$ cat config.mk
export PLATFORM = sky130hd
export DESIGN_NAME = ir_frame_tx
export DESIGN_NICKNAME = d
export VERILOG_FILES = /design/src/rtl/ir_tx_pkg.sv /design/src/rtl/ir_carrier_gen.sv /design/src/rtl/ir_frame_tx.sv
export SDC_FILE = /design/constraint.sdc
export NUM_CORES = 1
export LEC_CHECK = 0
export CAP_MARGIN = 30
export CELL_PAD_IN_SITES_DETAIL_PLACEMENT = 1
export CELL_PAD_IN_SITES_GLOBAL_PLACEMENT = 2
export CORE_MARGIN = 4
export CORE_UTILIZATION = 37
export CTS_CLUSTER_SIZE = 30
export DETAILED_ROUTE_END_ITERATION = 7
export HOLD_SLACK_MARGIN = 0.15
export MAX_ROUTING_LAYER = met4
export PLACE_DENSITY_LB_ADDON = 0.1
export SLEW_MARGIN = 20
export SYNTH_ARGS = -nofsm -noshare
export SYNTH_HDL_FRONTEND = slang
export SYNTH_HIERARCHICAL = 1
export SYNTH_SLANG_ARGS = --single-unit
$ cat constraint.sdc
create_clock -name clk -period 13.8 [get_ports clk]
set_input_delay 2.76 -clock clk [delete_from_list [all_inputs] [get_ports clk]]
set_output_delay 2.76 -clock clk [all_outputs]
set_load 0.02 [all_outputs]
$ cat src/rtl/ir_tx_pkg.sv
// rtl/ir_tx_pkg.sv - shared state type, phase defaults and timing helpers for ir_frame_tx
package ir_tx_pkg;

  typedef enum logic [3:0] {
    ST_IDLE,
    ST_LEAD_MARK,
    ST_LEAD_SPACE,
    ST_S0_MARK,
    ST_S0_SPACE,
    ST_GAP_MARK,
    ST_GAP_SPACE,
    ST_S1_MARK,
    ST_S1_SPACE,
    ST_STOP_MARK,
    ST_REP_SPACE
  } ir_tx_state_e;

  localparam int unsigned DEF_LEAD_MARK_US   = 9000;
  localparam int unsigned DEF_LEAD_SPACE_US  = 4500;
  localparam int unsigned DEF_BIT_MARK_US    = 750;
  localparam int unsigned DEF_ZERO_SPACE_US  = 450;
  localparam int unsigned DEF_ONE_SPACE_US   = 1500;
  localparam int unsigned DEF_GAP_SPACE_US   = 20000;
  localparam int unsigned DEF_REPEAT_SPACE_US = 40000;

  function automatic int unsigned us_to_cycles(input int unsigned clk_hz, input int unsigned us);
    return us * (clk_hz / 1_000_000);
  endfunction

  function automatic int unsigned max_u(input int unsigned a, input int unsigned b);
    return (a > b) ? a : b;
  endfunction

  function automatic logic is_mark(input ir_tx_state_e st);
    return st inside {ST_LEAD_MARK, ST_S0_MARK, ST_GAP_MARK, ST_S1_MARK, ST_STOP_MARK};
  endfunction

endpackage

$ cat src/rtl/ir_carrier_gen.sv
// rtl/ir_carrier_gen.sv - carrier phase counter; phase is the value for the upcoming cycle
module ir_carrier_gen #(
  parameter int unsigned CAR_DIV = 4
) (
  input  logic                       clk,
  input  logic                       rst,
  input  logic                       restart,
  output logic [$clog2(CAR_DIV)-1:0] phase
);

  localparam int unsigned PW = $clog2(CAR_DIV);
  localparam logic [PW-1:0] LAST = PW'(CAR_DIV - 1);

  logic [PW-1:0] phase_q;

  // Exposing the next phase lets the owner register its carrier output in step with the envelope.
  always_comb begin
    phase = phase_q + 1'b1;
    if (restart || (phase_q == LAST)) begin
      phase = '0;
    end
  end

  always_ff @(posedge clk or negedge rst) begin
    if (!rst) begin
      phase_q <= '0;
    end else begin
      phase_q <= phase;
    end
  end

endmodule

$ cat src/rtl/ir_frame_tx.sv
// rtl/ir_frame_tx.sv - pulse-distance IR frame transmitter with repeat and abort
module ir_frame_tx
  import ir_tx_pkg::*;
#(
  parameter int unsigned CLK_HZ          = 100_000_000,
  parameter int unsigned CARRIER_HZ      = 38_000,
  parameter int unsigned SEG0_BITS       = 35,
  parameter int unsigned SEG1_BITS       = 32,
  parameter bit          MSB_FIRST       = 1'b1,
  parameter int unsigned REP_W           = 4,
  parameter int unsigned LEAD_MARK_US    = DEF_LEAD_MARK_US,
  parameter int unsigned LEAD_SPACE_US   = DEF_LEAD_SPACE_US,
  parameter int unsigned BIT_MARK_US     = DEF_BIT_MARK_US,
  parameter int unsigned ZERO_SPACE_US   = DEF_ZERO_SPACE_US,
  parameter int unsigned ONE_SPACE_US    = DEF_ONE_SPACE_US,
  parameter int unsigned GAP_SPACE_US    = DEF_GAP_SPACE_US,
  parameter int unsigned REPEAT_SPACE_US = DEF_REPEAT_SPACE_US
) (
  input  logic                                       clk,
  input  logic                                       rst,
  input  logic                                       tx_valid,
  output logic                                       tx_ready,
  input  logic [SEG0_BITS-1:0]                       seg0_data,
  input  logic [((SEG1_BITS > 0) ? SEG1_BITS : 1)-1:0] seg1_data,
  input  logic [REP_W-1:0]                           tx_repeat,
  input  logic                                       tx_abort,
  output logic                                       tx_done,
  output logic                                       ir_env,
  output logic                                       ir_out
);

  localparam int unsigned CAR_DIV = CLK_HZ / CARRIER_HZ;
  localparam int unsigned CAR_PW  = $clog2(CAR_DIV);

  localparam int unsigned LEAD_MARK_C  = us_to_cycles(CLK_HZ, LEAD_MARK_US);
  localparam int unsigned LEAD_SPACE_C = us_to_cycles(CLK_HZ, LEAD_SPACE_US);
  localparam int unsigned BIT_MARK_C   = us_to_cycles(CLK_HZ, BIT_MARK_US);
  localparam int unsigned ZERO_C       = us_to_cycles(CLK_HZ, ZERO_SPACE_US);
  localparam int unsigned ONE_C        = us_to_cycles(CLK_HZ, ONE_SPACE_US);
  localparam int unsigned GAP_C        = us_to_cycles(CLK_HZ, GAP_SPACE_US);
  localparam int unsigned REP_C        = us_to_cycles(CLK_HZ, REPEAT_SPACE_US);
  localparam int unsigned MAX_C = max_u(max_u(max_u(LEAD_MARK_C, LEAD_SPACE_C), max_u(BIT_MARK_C, ZERO_C)),
                                        max_u(max_u(ONE_C, GAP_C), REP_C));
  localparam int unsigned CW = (MAX_C > 1) ? $clog2(MAX_C) : 1;

  localparam logic [CW-1:0] LEAD_MARK_M1  = CW'(LEAD_MARK_C - 1);
  localparam logic [CW-1:0] LEAD_SPACE_M1 = CW'(LEAD_SPACE_C - 1);
  localparam logic [CW-1:0] BIT_MARK_M1   = CW'(BIT_MARK_C - 1);
  localparam logic [CW-1:0] ZERO_M1       = CW'(ZERO_C - 1);
  localparam logic [CW-1:0] ONE_M1        = CW'(ONE_C - 1);
  localparam logic [CW-1:0] GAP_M1        = CW'(GAP_C - 1);
  localparam logic [CW-1:0] REP_M1        = CW'(REP_C - 1);

  localparam logic [CAR_PW-1:0] CAR_HALF = CAR_PW'(CAR_DIV / 2);

  localparam int unsigned S1_TOP = (SEG1_BITS > 0) ? SEG1_BITS - 1 : 0;
  localparam logic [5:0] S0_FIRST = MSB_FIRST ? 6'(SEG0_BITS - 1) : 6'd0;
  localparam logic [5:0] S0_LAST  = MSB_FIRST ? 6'd0 : 6'(SEG0_BITS - 1);
  localparam logic [5:0] S1_FIRST = MSB_FIRST ? 6'(S1_TOP) : 6'd0;
  localparam logic [5:0] S1_LAST  = MSB_FIRST ? 6'd0 : 6'(S1_TOP);

  if (CLK_HZ % 1_000_000 != 0) begin : g_bad_clk
    $error("ir_frame_tx: CLK_HZ must be a multiple of 1 MHz");
  end
  if (CAR_DIV < 2) begin : g_bad_car
    $error("ir_frame_tx: CLK_HZ / CARRIER_HZ must be at least 2");
  end
  if (SEG0_BITS < 1 || SEG0_BITS > 63 || SEG1_BITS > 63) begin : g_bad_seg
    $error("ir_frame_tx: segment lengths out of range");
  end

  ir_tx_state_e      state, state_nxt;
  logic [CW-1:0]     cnt;
  logic [CW-1:0]     len_m1;
  logic [5:0]        bit_idx;
  logic [63:0]       seg0_q, seg1_q;
  logic [REP_W-1:0]  rep_cnt;
  logic              phase_done, cur_bit, last_bit, done_nxt, mark_nxt, car_restart;
  logic [CAR_PW-1:0] car_phase;

  assign tx_ready    = (state == ST_IDLE);
  assign phase_done  = (cnt == len_m1);
  assign mark_nxt    = is_mark(state_nxt);
  assign car_restart = mark_nxt && (state_nxt != state);

  // One bit index serves both segments; payloads are zero-padded so it indexes either directly.
  always_comb begin
    cur_bit  = (state == ST_S1_MARK || state == ST_S1_SPACE) ? seg1_q[bit_idx] : seg0_q[bit_idx];
    last_bit = (state == ST_S1_SPACE) ? (bit_idx == S1_LAST) : (bit_idx == S0_LAST);
  end

  always_comb begin
    case (state)
      ST_LEAD_MARK:                                      len_m1 = LEAD_MARK_M1;
      ST_LEAD_SPACE:                                     len_m1 = LEAD_SPACE_M1;
      ST_S0_MARK, ST_GAP_MARK, ST_S1_MARK, ST_STOP_MARK: len_m1 = BIT_MARK_M1;
      ST_S0_SPACE, ST_S1_SPACE:                          len_m1 = cur_bit ? ONE_M1 : ZERO_M1;
      ST_GAP_SPACE:                                      len_m1 = GAP_M1;
      ST_REP_SPACE:                                      len_m1 = REP_M1;
      default:                                           len_m1 = '0;
    endcase
  end

  always_comb begin
    state_nxt = state;
    done_nxt  = 1'b0;
    if (state == ST_IDLE) begin
      if (tx_valid) state_nxt = ST_LEAD_MARK;
    end else if (tx_abort) begin
      state_nxt = ST_IDLE;
    end else if (phase_done) begin
      case (state)
        ST_LEAD_MARK:  state_nxt = ST_LEAD_SPACE;
        ST_LEAD_SPACE: state_nxt = ST_S0_MARK;
        ST_S0_MARK:    state_nxt = ST_S0_SPACE;
        ST_S0_SPACE: begin
          if (!last_bit)            state_nxt = ST_S0_MARK;
          else if (SEG1_BITS == 0)  state_nxt = ST_STOP_MARK;
          else                      state_nxt = ST_GAP_MARK;
        end
        ST_GAP_MARK:   state_nxt = ST_GAP_SPACE;
        ST_GAP_SPACE:  state_nxt = ST_S1_MARK;
        ST_S1_MARK:    state_nxt = ST_S1_SPACE;
        ST_S1_SPACE:   state_nxt = last_bit ? ST_STOP_MARK : ST_S1_MARK;
        ST_STOP_MARK: begin
          if (rep_cnt != '0) begin
            state_nxt = ST_REP_SPACE;
          end else begin
            state_nxt = ST_IDLE;
            done_nxt  = 1'b1;
          end
        end
        ST_REP_SPACE:  state_nxt = ST_LEAD_MARK;
        default:       state_nxt = ST_IDLE;
      endcase
    end
  end

  ir_carrier_gen #(
    .CAR_DIV (CAR_DIV)
  ) u_carrier (
    .clk     (clk),
    .rst     (rst),
    .restart (car_restart),
    .phase   (car_phase)
  );

  always_ff @(posedge clk or negedge rst) begin
    if (!rst) begin
      state   <= ST_IDLE;
      cnt     <= '0;
      bit_idx <= '0;
      seg0_q  <= '0;
      seg1_q  <= '0;
      rep_cnt <= '0;
      tx_done <= 1'b0;
      ir_env  <= 1'b0;
      ir_out  <= 1'b0;
    end else begin
      state   <= state_nxt;
      tx_done <= done_nxt;
      ir_env  <= mark_nxt;
      ir_out  <= mark_nxt && (car_phase < CAR_HALF);
      cnt     <= (state_nxt != state || state == ST_IDLE) ? '0 : cnt + 1'b1;

      if (tx_valid && tx_ready) begin
        seg0_q  <= 64'(seg0_data);
        seg1_q  <= 64'(seg1_data);
        rep_cnt <= tx_repeat;
      end else if (state == ST_STOP_MARK && state_nxt == ST_REP_SPACE) begin
        rep_cnt <= rep_cnt - 1'b1;
      end

      if (state == ST_LEAD_SPACE && state_nxt == ST_S0_MARK) begin
        bit_idx <= S0_FIRST;
      end else if (state == ST_GAP_SPACE && state_nxt == ST_S1_MARK) begin
        bit_idx <= S1_FIRST;
      end else if ((state == ST_S0_SPACE && state_nxt == ST_S0_MARK) ||
                   (state == ST_S1_SPACE && state_nxt == ST_S1_MARK)) begin
        bit_idx <= MSB_FIRST ? bit_idx - 1'b1 : bit_idx + 1'b1;
      end
    end
  end

endmodule

==> impl_metrics.json, run 1 <==
{
  "status": "finished, final reports clean",
  "p_leak_nw": 3.87,
  "htreeDepth": 4,
  "fin_crit_sh_pct": 39.1,
  "r2r-end": "ir_out",
  "tightest_slew_ns": 0.896,
  "crit_required_ns": 14.12,
  "clkSlewWorstSetupHoldPaths_ns": 0.06,
  "synth_fp_nets": 890,
  "avgSynthCellArea_sq_um": 8.58,
  "antenna_found_initial": 0,
  "ys_seq_area_share_pct": 42.5,
  "holdPathStages": 2,
  "root_buffer": "clkbuf_16",
  "synthCells": 809,
  "cts.sinks": 118,
  "wl_per_cell_um": 18.0,
  "end_kind": "register",
  "synth_edf_count": 0,
  "synth.top_cell.area_share_pct": 42.5,
  "portBuffers": 78,
  "drtIter0Drc": 294,
  "setup_viol": 0,
  "die_w_um": 145,
  "die-area_sq_um": 21000,
  "setup-tns-final_ns": 0,
  "synthesis.area_sq_um": 6940,
  "hold_ws_ns": 0.470,
  "fmax_ghz": 0.185,
  "ff2ff_path_depth": 18,
  "final.fill_count": 2130,
  "report.final.slew_viol_count": 0,
  "start_kind": "register",
  "core_area_sq_um": 18200,
  "cts_resized": 0,
  "routed_wirelength_um": 19800,
  "clk_latency_ns": 0.43,
  "crit_start": "bit_idx[0]",
  "num_vias": 6058,
  "ys_warn_count": 6,
  "hpwl_um": 13900,
  "reg2reg_slack_ns": 8.41,
  "row_count": 49,
  "endpoint": "ir_out",
  "async_reset_ff_share_pct": 100,
  "cp.arrival_ns": 5.71,
  "min_period_ns": 5.39,
  "criticalPathCategory": "reg2reg",
  "finalHoldViolCount": 0,
  "tritoncts": "built",
  "overflow": 0,
  "grt_pass1_vias": 6474,
  "cts_hold_buf": 0,
  "timing.rr.start": "bit_idx[0]",
  "drtAntennaViolNets": 0,
  "rsz0062_at_grt": "false",
  "top_level_ports": 79,
  "yosysTopAreaCell": "dfrtp_1",
  "pwr_density_cell_nw_per_um2": 125,
  "peakVddDrop_mv": 0.0821,
  "firstDrtPassIters": 7,
  "ys.flop_type": "dfrtp_1",
  "initial_utilization_pct": 38.1,
  "diodes": 0,
  "slew_headroom_pct": 39.7,
  "drive_gt1_share_pct": 8.57,
  "grt_pass1_wl_um": 33600,
  "fin_skew_ns": 0.0152,
  "critPathMaxFanout": 28,
  "ys_types": 83,
  "gp_congestion": 0.848,
  "grt_start_max_net_pins": 72,
  "nets": 944,
  "cts_setup_buffers": 0,
  "maxCapViolations": 0,
  "cts_buffers": 17,
  "areaGrowthSynthToFinish_pct": 21.6,
  "hold_class": "reg2reg",
  "ys_ff_latch": 118,
  "via_per_inst": 5.49,
  "cts_buffer_depth": 2,
  "track_usage_pct": 20.0,
  "synthTopCellsByArea": "dfrtp_1 43%, nand2_1 13%, nor2_1 3.4%",
  "drcViolationCount": 0,
  "die_h_um": 145
}
registers in the layout, summed over array words and instances, names as in the netlist, 4 cells and up:
| register | count |
|---|---|
| state | 4 |
| seg0_q | 35 |
| rep_cnt | 4 |
| u_carrier/phase_q | 12 |
| bit_idx | 6 |
| seg1_q | 32 |
| cnt | 22 |
cell families after synthesis:
family                     count (synthesis)  share of synthesized area (%)
AOI/OAI and AO/OA                        138                           14.1
xor gates and xnor gates                  36                           4.54
adders and majority gates                  7                           1.23
buffers and inverters                     73                           4.79
DFF                                      118                           42.5
muxes                                     34                           6.58
and+or+nand+nor                          403                           26.2
power breakdown:
part | switching (mW) | total, mW | internal, mW
sequential | 0.0349 | 0.433 | 0.399
clock | 0.173 | 0.440 | 0.267
combinational | 0.0982 | 0.181 | 0.0829
cells in the final DEF (no fill, tap or decap), drive strengths merged, types with 6 or more instances in the layout:
cell / n
ha: 6
or3: 6
clkdlybuf4s50: 77
nand4: 9
xor2: 20
nor2: 64
o211ai: 7
dfrtp: 118
mux4: 9
a22oi: 8
and3: 10
nand3: 21
o21ai: 37
xnor2: 16
nand2: 234
buf: 12
nor3: 13
clkbuf: 18
mux2i: 22
inv: 22
a21oi: 27
nor2b: 8
worst min-delay path by stage:
stage	from	endpoint
after CTS	seg0_q[21]	seg0_q[21]
after floorplan	seg0_q[10]	seg0_q[10]
final	seg1_q[15]	seg1_q[15]
after detailed placement	seg0_q[21]	seg0_q[21]
after global placement	seg1_q[10]	seg1_q[10]
after global routing	seg1_q[15]	seg1_q[15]
critical path, cell delays in order, from the launching register on:
cell and delay [ns]:
dfrtp_1 0.32, buf_4 0.42, mux4_2 0.56, and2_4 0.18, a2111oi_4 0.33, a311o_2 0.24
o21a_1 0.22, o21ai_0 0.12, xnor2_1 0.32, o2111ai_4 0.40, mux2i_1 0.22, o21a_1 0.25
nor2_1 0.11, a41o_2 0.24, nor2_1 0.09, a2111o_1 0.41, a211o_1 0.30, a21o_1 0.20
a2111oi_2 0.34
layer usage:
metal  vias up  GRT usage [%]  share of wire [%]
met2       105           33.1                 50
met4         0           4.85                1.1
met5         -              -                  0
li1       2903              -                  -
met3        23           3.87                3.2
met1      3027           25.4                 45
synth_stat cells, types with 4 or more instances:
| cell | count |
|---|---|
| a211oi_1 | 4 |
| a21o_1 | 5 |
| a21oi_1 | 26 |
| a22oi_1 | 8 |
| and3_1 | 10 |
| buf_1 | 4 |
| buf_2 | 4 |
| buf_4 | 4 |
| clkbuf_1 | 38 |
| dfrtp_1 | 118 |
| ha_1 | 6 |
| inv_1 | 19 |
| mux2i_1 | 22 |
| mux4_2 | 9 |
| nand2_1 | 234 |
| nand2b_1 | 4 |
| nand3_1 | 21 |
| nand4_1 | 9 |
| nand4b_1 | 5 |
| nor2_1 | 63 |
| nor2b_1 | 8 |
| nor3_1 | 13 |
| o211ai_1 | 7 |
| o21a_1 | 5 |
| o21ai_0 | 34 |
| o22ai_1 | 4 |
| or3_1 | 6 |
| xnor2_1 | 16 |
| xor2_1 | 20 |
cell type report:
| type | instances | area [sq um] | share of cell area, % |
|---|---|---|---|
| multi-input combinational | 618 | 3670 | 43.5 |
| inverter | 19 | 71.3 | 0.845 |
| clock buffer | 18 | 429 | 5.08 |
| tap | 229 | 287 | 3.39 |
| sequential | 118 | 2950 | 35.0 |
| timing repair buffer | 89 | 885 | 10.5 |
| clock inverter | 13 | 149 | 1.76 |
per-stage QoR:
stage | total power [mW] | util, % | std cells | area, sq um | setup slack (ns)
5_1_grt | 1.11 | 46.4 | 1104 | 8440 | 8.08
4_1_cts | 1.07 | 46.2 | 1102 | 8400 | 8.34
3_5_place_dp | 0.621 | 43.0 | 1071 | 7830 | 8.10
6_report | 1.05 | 46.4 | 1104 | 8440 | 8.41
2_1_floorplan | 0.547 | - | 809 | 6940 | 8.99
3_3_place_gp | 0.612 | 42.9 | 1071 | 7820 | 8.17
No activity file was read; power rests on OpenSTA's default activity.
==> inputs of run 2 (changes only) <==
Settings changed: CORE_UTILIZATION 37 to 31.
Clock period 13.8 ns to 4.5 ns, I/O delays scaled along.
==> run 2 against run 1 <==
Via count up 2.0%. Flip-flop and latch count unchanged. Routed wire length up 9.8%. Fmax up 20%. Final cell count up 8.6%. Clock skew down 0.00080 ns. Highest routed layer unchanged.
==> impl_metrics.json, run 2 (synthesis results as in run 1) <==
{
  "tritoncts": "built",
  "finalHoldViolCount": 0,
  "wl_met1_um": 10100,
  "pwr_density_cell_nw_per_um2": 362,
  "power_mw": 3.22,
  "tightest_slew_ns": 0.834,
  "nets": 987,
  "status": "finished, final reports clean",
  "diodes": 0,
  "drtAntennaViolNets": 0,
  "areaGrowthSynthToFinish_pct": 28.1,
  "track_usage_pct": 18.9,
  "antenna_found_initial": 0,
  "fin_crit_sh_pct": 99.6,
  "htreeDepth": 4,
  "wl_met3_um": 550,
  "hold_class": "in2async",
  "min_period_ns": 4.48,
  "cts_buffers": 17,
  "sequentialPowerShare_pct": 41.6,
  "die_w_um": 158,
  "peakVddDrop_mv": 0.202,
  "row_count": 54,
  "ff2ff_path_depth": 18,
  "portBuffers": 78,
  "crit_required_ns": 4.82,
  "drive_gt1_share_pct": 13.7,
  "final_cell_mix": "233 x nand2_1, 117 x dfrtp_1, 77 x clkdlybuf4s50_1",
  "grt_pass1_wl_um": 36200,
  "start_kind": "register",
  "grt_start_max_net_pins": 71,
  "critPathMaxFanout": 7,
  "p_clk_share_pct": 39.7,
  "drtIter0Drc": 274,
  "report.final.slew_viol_count": 0,
  "p_int_mw": 2.22,
  "clk_latency_ns": 0.43,
  "drcViolationCount": 0,
  "met2_length_um": 10800,
  "placement.cell_area_sq_um": 8210,
  "fmax_ghz": 0.223,
  "p_leak_nw": 4.08,
  "die_h_um": 158,
  "top_level_ports": 79,
  "highest_layer": "met4",
  "clkSlewWorstSetupHoldPaths_ns": 0.06,
  "setup_viol": 0,
  "cp.arrival_ns": 4.80,
  "die-area_sq_um": 24900,
  "overflow": 0,
  "reg.largest.list": "seg0_q x35, seg1_q x32, cnt x22",
  "rsz0062_at_grt": "true",
  "hold_ws_ns": 0.378,
  "power_frac_comb_pct": 18.7,
  "p_sw_share_pct": 31.0,
  "cts_buffer_depth": 2,
  "hpwl_um": 16000,
  "largest_register_ffs": 35,
  "root_buffer": "clkbuf_16",
  "netSwitchingPower_uw": 999,
  "gp_congestion": 0.903,
  "final_area_sq_um": 8890,
  "num_vias": 6180,
  "wl_per_cell_um": 18.2,
  "firstDrtPassIters": 4,
  "routed_wirelength_um": 21800,
  "slew_headroom_pct": 44.4,
  "initial_utilization_pct": 31.6,
  "via_per_inst": 5.15,
  "grt_pass1_vias": 6782,
  "cts.sinks": 118,
  "fin_skew_ns": 0.0144,
  "end_kind": "register",
  "criticalPathCategory": "reg2reg",
  "core_area_sq_um": 22000,
  "layout_commonest_cell": "nand2_1",
  "top_register": "seg0_q",
  "maxCapViolations": 0
}
run 2: stage by stage:
step                      std cells  worst slack [ns]  utilization (%)  TNS, ns
after floorplan                 809            0.0200                -        0
after global placement         1161           -0.0499             37.4  -0.0499
after detailed placement       1161            -0.196             37.4   -0.196
after CTS                      1197         0.0000293             40.2        0
after global routing           1199            -0.253             40.5   -0.253
final                          1199            0.0195             40.5        0
run 2: path summary, 6_finish.rpt:
kind / start / endpoint / slack, ns
setup / recovery: bit_idx[0] / ir_out / 0.02
hold / removal: rst / u_carrier/phase_q[6] / 0.38
setup reg to reg: bit_idx[0] / ir_out / 0.02
hold reg to reg: seg0_q[25] / seg0_q[25] / 0.47
max in group asynchronous: rst / bit_idx[1] / 3.49
min in group clk: seg0_q[25] / seg0_q[25] / 0.47
run 2: area by class of cell:
type	instances	area [sq um]
fillers	2545	13100
multi-input cells	618	3720
flip-flops and latches	118	2950
repair buffers	132	1250
clock buffers	18	429
well taps	280	350
clock inverters	14	115
inverters	19	71.3
run 2: worst max-delay path, stage by stage, from the launching register on:
cell	delay (ns)
dfrtp_1	0.41
buf_12	0.15
mux4_2	0.48
and2_4	0.18
a2111oi_4	0.25
a311o_2	0.22
o21a_1	0.20
o211ai_1	0.13
a211oi_2	0.30
o2111ai_4	0.17
mux2i_1	0.16
o21a_1	0.21
nor2_1	0.12
a41o_2	0.20
nor2_2	0.06
a2111o_1	0.40
a211o_1	0.26
a21o_1	0.18
a2111oi_4	0.28
run 2: power by group through the flow:
stage	combinational [mW]	clock [mW]	sequential (mW)
after global routing	0.687	1.36	1.36
after global placement	0.570	0	1.35
after floorplan	0.367	0	1.31
after detailed placement	0.591	0	1.36
final	0.603	1.28	1.34
after CTS	0.606	1.31	1.34
run 2: timing repair:
item	4_1_cts	5_1_grt
endpoints found under the setup margin	1	1
gates resized for setup	10	8
pin swaps	19	4
setup buffers	4	1
hold buffers	0	0
run 2: per-layer routing:
metal	vias to the layer above	track usage [%]
met5	-	-
li1	2981	-
met4	0	5.53
met3	19	3.23
met2	98	30.5
met1	3082	24.4
==> inputs of run 3 (changes only) <==
Settings changed: CTS_CLUSTER_DIAMETER from default to 40, SKIP_CTS_REPAIR_TIMING from default to 1.
==> run 3 against run 2 <==
Clock power about the same. Design area increased by 0.23%. Die area unchanged. Final cell count stayed put. Largest power group unchanged. Critical path type unchanged. Highest routed layer unchanged. The run now ends with setup timing left. Core utilization increased by 0.091 points.
==> impl_metrics.json, run 3 (synthesis results as in run 1) <==
{
  "status": "complete, but fails checks",
  "violations": "setup timing",
  "die_w_um": 158,
  "rsz0062_at_grt": "true",
  "cts_buffers": 17,
  "top_register": "seg0_q",
  "clkSlewWorstSetupHoldPaths_ns": 0.06,
  "clk_latency_ns": 0.43,
  "fin_crit_sh_pct": 101,
  "setup_slack_ns": -0.0417,
  "regArea_sq_um": 2960,
  "row_count": 54,
  "hpwl_um": 16000,
  "cts_buffer_depth": 2,
  "wl_per_cell_um": 18.2,
  "cp_cell_sequence": "buf_12, mux4_2, a2111oi_4, a311o_2, o21a_1, o211ai_1, a211oi_2, o2111ai_4, mux2i_1, o21a_1, nor2_1, a41o_2, nor2_2, a2111o_1, a211o_1, a21o_1, a2111oi_4",
  "overflow": 0,
  "setup_viol": 1,
  "portBuffers": 78,
  "drive_gt1_share_pct": 14.0,
  "gp_congestion": 0.903,
  "slew_headroom_pct": 44.1,
  "drtIter0Drc": 270,
  "fin_cells": 1199,
  "diodes": 0,
  "cpPeakStageDelay_ns": 0.53,
  "num_vias": 6179,
  "drcViolationCount": 0,
  "final.fill_count": 2532,
  "cpMaxStageDelayCell": "mux4_2",
  "p_clk_share_pct": 39.6,
  "start_kind": "register",
  "initial_utilization_pct": 31.6,
  "dp.cells": 1161,
  "peakVddDrop_mv": 0.203,
  "setup-tns-final_ns": -0.0417,
  "antenna_found_initial": 0,
  "drtAntennaViolNets": 0,
  "grt_start_max_net_pins": 71,
  "grt_pass1_vias": 6745,
  "multi_input_area_sq_um": 3720,
  "via_per_inst": 5.15,
  "crit_required_ns": 4.81,
  "p_int_mw": 2.22,
  "die-area_sq_um": 24900,
  "p_sw_share_pct": 31.0,
  "core_area_sq_um": 22000,
  "criticalPathCategory": "reg2reg",
  "sequentialPowerShare_pct": 41.6,
  "post-route-util_pct": 40.6,
  "p_leak_nw": 4.09,
  "grt_pass1_wl_um": 36000,
  "fmax_ghz": 0.220,
  "largest_register_ffs": 35,
  "nets": 987,
  "areaGrowthSynthToFinish_pct": 28.4,
  "firstDrtPassIters": 5,
  "htreeDepth": 4,
  "fin_skew_ns": 0.0164,
  "routed_wirelength_um": 21900,
  "final_cell_mix": "233 x nand2_1, 116 x dfrtp_1, 77 x clkdlybuf4s50_1",
  "critPathMaxFanout": 7,
  "maxCapViolations": 0,
  "end_kind": "register",
  "root_buffer": "clkbuf_16",
  "cp.arrival_ns": 4.86,
  "pwr_density_cell_nw_per_um2": 361,
  "top_level_ports": 79,
  "report.final.slew_viol_count": 0,
  "min_period_ns": 4.54,
  "reg.largest.list": "seg0_q x35, seg1_q x32, cnt x22",
  "layout_commonest_cell": "nand2_1",
  "track_usage_pct": 18.7,
  "tritoncts": "built",
  "cts.sinks": 118,
  "die_h_um": 158,
  "finalHoldViolCount": 0,
  "hold_class": "in2async",
  "tightest_slew_ns": 0.839,
  "netSwitchingPower_uw": 998,
  "power_frac_comb_pct": 18.7
}
run 3: power by group through the flow:
stage	Sequential (mW)	Combinational (mW)	Clock [mW]
CTS	1.34	0.596	1.31
finish	1.34	0.602	1.28
floorplan	1.31	0.367	0
global placement	1.35	0.570	0
global route	1.36	0.685	1.36
detailed placement	1.36	0.591	0
run 3: worst paths after layout:
check                           start  slack (ns)              endpoint  cells after the start
max in group asynchronous         rst        3.49            bit_idx[0]                      2
min in group clk           seg0_q[25]        0.47            seg0_q[25]                      2
max reg2reg                bit_idx[0]       -0.04                ir_out                     17
min                               rst        0.38  u_carrier/phase_q[6]                      1
min reg2reg                seg0_q[25]        0.47            seg0_q[25]                      2
max                        bit_idx[0]       -0.04                ir_out                     17
run 3: per-layer routing:
metal  up-vias  track usage (%)  routed length [um]
li1       2979                -                   -
met3        22             3.01                 612
met4         0             5.74                 345
met5         -                -                   0
met2       113             30.2               10900
met1      3065             24.4               10000
run 3: area by class of cell:
| cell class | count | share of cell area, % |
|---|---|---|
| Multi-Input combinational cell | 618 | 41.7 |
| Timing Repair Buffer | 132 | 14.3 |
| Inverter | 19 | 0.800 |
| Tap cell | 280 | 3.93 |
| Clock inverter | 14 | 1.29 |
| Clock buffer | 18 | 4.82 |
| Sequential cell | 118 | 33.2 |
run 3: through the flow:
stage	power [mW]	area, sq um	setup WS, ns	hold WS, ns
2_1_floorplan	1.68	6940	0.0200	0.440
3_3_place_gp	1.92	8210	-0.0499	0.460
3_5_place_dp	1.95	8210	-0.196	0.466
4_1_cts	3.24	8750	-0.202	0.482
5_1_grt	3.40	8910	-0.276	0.391
6_report	3.22	8910	-0.0417	0.383
run 3: critical path: cells and delay by family, from the launching register on:
family | cells | cell delay [ns]
and+or+nand+nor | 2 | 0.18
DFF | 1 | 0.45
AOI/OAI and AO/OA | 12 | 3.00
buffers and inverters | 1 | 0.14
muxes | 2 | 0.69
